<file path="src/rtl/sram_sp_arbiter.sv">
// Two-port round-robin arbiter with lock in front of a single-port SRAM; routes read data back by id.
// Optional SRAM_ARB_STATS_EN adds saturating conflict and per-port grant counters.
module sram_sp_arbiter #(
    parameter int unsigned AddrWidth = 10,
    parameter int unsigned DataWidth = 9,
    parameter int unsigned Latency   = 1
) (
    input  logic                      clk_i,
    input  logic                      rst_i,
    input  logic [1:0]                req_i,
    input  logic [1:0]                we_i,
    input  logic [1:0]                lock_i,
    input  logic [1:0][AddrWidth-1:0] addr_i,
    input  logic [1:0][DataWidth-1:0] wdata_i,
    output logic [1:0]                gnt_o,
    output logic [1:0]                rvalid_o,
    output logic [DataWidth-1:0]      rdata_o,
    output logic                      sram_wen_o,
    output logic [AddrWidth-1:0]      sram_addr_o,
    output logic [DataWidth-1:0]      sram_wdata_o,
    input  logic [DataWidth-1:0]      sram_rdata_i
`ifdef SRAM_ARB_STATS_EN
    ,
    output logic [15:0]               conflict_cnt_o,
    output logic [1:0][15:0]          grant_cnt_o
`endif
);

    if (Latency != 1 && Latency != 2) begin : gen_bad_latency
        $error("sram_sp_arbiter: Latency must be 1 or 2");
    end

    localparam logic OutStage = (Latency == 2);

    logic       rr_q, rr_d;
    logic       lock_vld_q, lock_vld_d;
    logic       lock_id_q, lock_id_d;
    logic [1:0] rd_vld_q, rd_vld_d;
    logic [1:0] rd_id_q, rd_id_d;
    logic       gnt_any, gnt_id, lock_cont;
    logic       unused_stage;

    always_comb begin
        lock_cont = lock_vld_q & req_i[lock_id_q] & lock_i[lock_id_q];
        gnt_any   = 1'b0;
        gnt_id    = 1'b0;
        if (!rst_i) begin
            if (lock_cont) begin
                gnt_any = 1'b1;
                gnt_id  = lock_id_q;
            end else if (req_i == 2'b11) begin
                gnt_any = 1'b1;
                gnt_id  = rr_q;
            end else if (req_i[0]) begin
                gnt_any = 1'b1;
                gnt_id  = 1'b0;
            end else if (req_i[1]) begin
                gnt_any = 1'b1;
                gnt_id  = 1'b1;
            end
        end

        gnt_o        = gnt_any ? (gnt_id ? 2'b10 : 2'b01) : 2'b00;
        sram_wen_o   = gnt_any & we_i[gnt_id];
        sram_addr_o  = gnt_any ? addr_i[gnt_id] : '0;
        sram_wdata_o = gnt_any ? wdata_i[gnt_id] : '0;

        // Locked continuations leave the round-robin pointer untouched.
        rr_d = rr_q;
        if (gnt_any && !lock_cont) begin
            rr_d = ~gnt_id;
        end
        lock_vld_d = gnt_any & lock_i[gnt_id];
        lock_id_d  = gnt_id;

        rd_vld_d = {rd_vld_q[0], gnt_any & ~we_i[gnt_id]};
        rd_id_d  = {rd_id_q[0], gnt_id};

        rvalid_o = 2'b00;
        if (!rst_i && rd_vld_q[OutStage]) begin
            rvalid_o = rd_id_q[OutStage] ? 2'b10 : 2'b01;
        end
        rdata_o = sram_rdata_i;
    end

    // Stage 1 is only observed when Latency is 2.
    assign unused_stage = ^{rd_vld_q, rd_id_q};

    always_ff @(posedge clk_i) begin
        if (rst_i) begin
            rr_q       <= 1'b0;
            lock_vld_q <= 1'b0;
            lock_id_q  <= 1'b0;
            rd_vld_q   <= 2'b00;
            rd_id_q    <= 2'b00;
        end else begin
            rr_q       <= rr_d;
            lock_vld_q <= lock_vld_d;
            lock_id_q  <= lock_id_d;
            rd_vld_q   <= rd_vld_d;
            rd_id_q    <= rd_id_d;
        end
    end

`ifdef SRAM_ARB_STATS_EN
    logic [15:0]      conflict_q;
    logic [1:0][15:0] grant_q;

    always_ff @(posedge clk_i) begin
        if (rst_i) begin
            conflict_q <= '0;
            grant_q    <= '0;
        end else begin
            if (req_i == 2'b11 && conflict_q != 16'hFFFF) begin
                conflict_q <= conflict_q + 16'd1;
            end
            for (int p = 0; p < 2; p++) begin
                if (req_i[p] && gnt_o[p] && grant_q[p] != 16'hFFFF) begin
                    grant_q[p] <= grant_q[p] + 16'd1;
                end
            end
        end
    end

    assign conflict_cnt_o = conflict_q;
    assign grant_cnt_o    = grant_q;
`endif

endmodule

</file>
<file path="config.mk">
export PLATFORM = sky130hd
export DESIGN_NAME = sram_sp_arbiter
export DESIGN_NICKNAME = d
export VERILOG_FILES = /design/src/rtl/sram_sp_arbiter.sv
export SDC_FILE = /design/constraint.sdc
export NUM_CORES = 1
export LEC_CHECK = 0
export BUFFER_PORTS_ARGS = -buffer_cell sky130_fd_sc_hd__buf_2
export CORE_MARGIN = 3
export CORE_UTILIZATION = 39
export CTS_CLUSTER_SIZE = 40
export DETAILED_ROUTE_END_ITERATION = 16
export PLACE_DENSITY_LB_ADDON = 0.12
export RECOVER_POWER = 50
export SYNTH_ARGS = -nofsm -noshare
export SYNTH_HDL_FRONTEND = slang
export SYNTH_SLANG_ARGS = --single-unit
</file>
<file path="constraint.sdc">
create_clock -name clk_i -period 2 [get_ports clk_i]
set_input_delay 0.1 -clock clk_i [delete_from_list [all_inputs] [get_ports clk_i]]
set_output_delay 0.1 -clock clk_i [all_outputs]
set_load 0.01 [all_outputs]
</file>
==> summary.md <==
| Metric | Value |
|---|---|
| Critical-path top delay cell | dfxtp_1 |
| Placer Congestion | 0.790 |
| Worst-Margin Slew | 0.322 ns |
| CTS root buffer | clkbuf_4 |
| Max cap viols | 0 |
| Crit path launch type | register |
| Die X | 54.3 µm |
| Worst Path Arrival | 1.74 ns |
| Multi-input gate area | 533 µm² |
| CP bufs+invs | 2 |
| Fin nets | 228 |
| Final WL | 2.33 mm |
| Clk buf depth | 2 |
| Most Crowded Layer GR | met2 |
| CTS Sinks | 4 |
| Met1 Resource Use GR | 19.6% |
| Cell taking the most area after synthesis | o32ai_2 |
| Met2 usage | 25.3% |
| RSZ-0062 raised after global routing | false |
| Initial DRC Count | 2 |
| Sequential area share after synthesis | 8.80% |
| GRT overflow | 0 |
| Syn avg cell area | 8.12 µm² |
| Wire length of the first global-routing pass | 3.50 mm |
| Crit path max-delay family | buffers and inverters |
| Syn. warnings | 0 |
| Crit path kind | register to output port |
| Area grow syn2layout | 31.6% |
| # Post-CTS Setup Buffers | 0 |
| Diodes inserted | 0 |
| Detail Placement HPWL | 1.90 mm |
| Yosys reg bits | 4 |
| Layout cells sized above 1 | 56.7% |
| Vias | 956 |
| Final worst slack | 0.158 ns |
| Synth Cell Area | 910 µm² |
| FP Rows | 16 |
| Final setup violation count | 0 |
| Final period util | 92.1% |
| Number of global-route vias before repair | 848 |
| Dpl ws | 0.400 ns |
| TritonCTS Buffers | 3 |
| Crit path cell chain | and3b_4 -> o2111ai_4 -> buf_4 -> o32ai_1 -> buf_2 |
| Cts repair resizes | 0 |
| Final Skew | 0.00203 ns |
| Outcome | finished clean |
| Max-slew headroom | 78.5% |
| Leak | 0.710 nW |
| Min Clock Period, post-route | 1.84 ns |
| Post-synth top area share | 32.2% |
| Post-Synthesis Cells | 112 |
| Number of flops mapped to enable cells by yosys | 0 |
| Critical path launch point | rd_id_q[0] |
| Hold path start | rst_i |
| Area of the core | 0.00208 mm² |
| Initial Utilization | 43.7% |
| Drt first pass iters | 2 |
| Slew Viols, Final | 0 |
| Worst-skew pair later-pin latency | 0.23 ns |
| Reg-to-reg startpoint | rd_id_q[0] |
| Sequential cell area | 80.1 µm² |
| Hold Violations, Final | 0 |
| Largest net degree at the start of global routing | 23 |
| DRT antenna net count | 0 |
| Port bufs | 69 |
| Total GRT Usage | 15.8% |
| Cts hold-fix bufs | 0 |
| Max VDD drop | 149 µV |
| Count leader, synth | inv_1 |
| Die height | 54.3 µm |
| H-Tree Depth | 1 |
| Cell Pwr Density | 354 mW/mm² |
| Yosys cell types | 29 |
| CP peak stage delay | 0.43 ns |
| CP max FO | 21 |
| Top FF cell, synth | dfxtp_1 |
| Fillers | 209 |
| CTS tree | built |
| Top cells by area, synth | o32ai_2 (32%), inv_1 (18%), dfxtp_1 (8.8%) |
| Die Area | 0.00295 mm² |
| Fmax achieved | 0.543 GHz |
| Most frequent cells after synthesis | inv_1 (43), o32ai_2 (18), buf_4 (9), nor2_1 (8) |
| Ys async rst share | 0% |
| Synthesized net count | 167 |
| Avg WL per Cell | 11.8 µm |
| Remaining DRCs | 0 |
| Util after Layout | 57.5% |
| Met3 Usage GRT | 4.09% |
| Initial antenna violation count | 0 |
| IO Pins | 88 |
| Clk slew on worst S/H paths | 0.04 ns |
| Min-delay worst type | input port to register |
| Sum of negative setup slack | 0 ns |
| CP Capture Type | output port |
| DR vias/cell | 4.83 |
| Req. time, crit path | 1.90 ns |
-- routing by layer --
metal / routed length, µm / up-vias
met1: 921 / 419
met4: 22 / 0
met3: 207 / 2
met2: 1180 / 49
met5: 0 / -
li1: - / 486
-- stage by stage --
step | total power, W | hold WS [ns] | cell area [µm²] | instances
final | 0.000424 | 0.113 | 1200 | 198
after global routing | 0.000460 | 0.128 | 1200 | 198
after CTS | 0.000435 | 0.110 | 1210 | 198
after detailed placement | 0.000333 | 0.200 | 1190 | 195
after global placement | 0.000329 | 0.200 | 1190 | 195
after floorplan | 0.000267 | 0.238 | 910 | 112
-- flip-flops by register name (all words and copies together) (netlist names) --
register and count:
rr_q 1, rd_vld_q 1, rd_id_q 1, lock_vld_q 1
-- layout by cell type, fill, tap and decap left out, drive strengths merged --
master   instances
buf             68
inv             44
o32ai           20
nor2             8
clkbuf           7
dfxtp            4
mux2             2
a31oi            2
nand2b           2
a21boi           1
and2             1
o221ai           1
and3b            1
nand2            1
nand4            1
o2111ai          1
o21bai           1
o221a            1
nor3b            1
and3             1
a211o            1
and4             1
a311o            1
-- report_power, final --
group / internal [W] / leakage (nW) / total (W) / switching (W)
clock network: 0.0000670 / 0.0138 / 0.0000984 / 0.0000313
registers: 0.0000864 / 0.0331 / 0.0000937 / 0.00000738
logic: 0.000112 / 0.663 / 0.000232 / 0.000120
-- cell families (layout without fill, tap and decap cells) --
family,count (synthesis),in the layout,share of synthesized area [%]
DFF,4,4,8.80
buffers and inverters,60,119,31.9
AOI/OAI and AO/OA,29,29,45.4
muxes,2,2,3.30
and+or+nand+nor,17,17,10.6
-- cell type report --
cell class                      instances  area share (%)
Multi-Input combinational cell         48            44.5
Inverter                               44            13.8
Sequential cell                         4            6.69
Timing Repair Buffer                   72            30.3
Clock buffer                            3            1.88
Tap cell                               27            2.82
-- path summary, 6_finish.rpt --
| kind | slack, ns | depth (start not counted) | endpoint |
|---|---|---|---|
| max | 0.16 | 5 | sram_addr_o[9] |
| min | 0.11 | 2 | rr_q |
| max reg2reg | 0.51 | 4 | lock_vld_q |
| min reg2reg | 0.63 | 2 | rr_q |
Power figures use the tool's default switching activity.
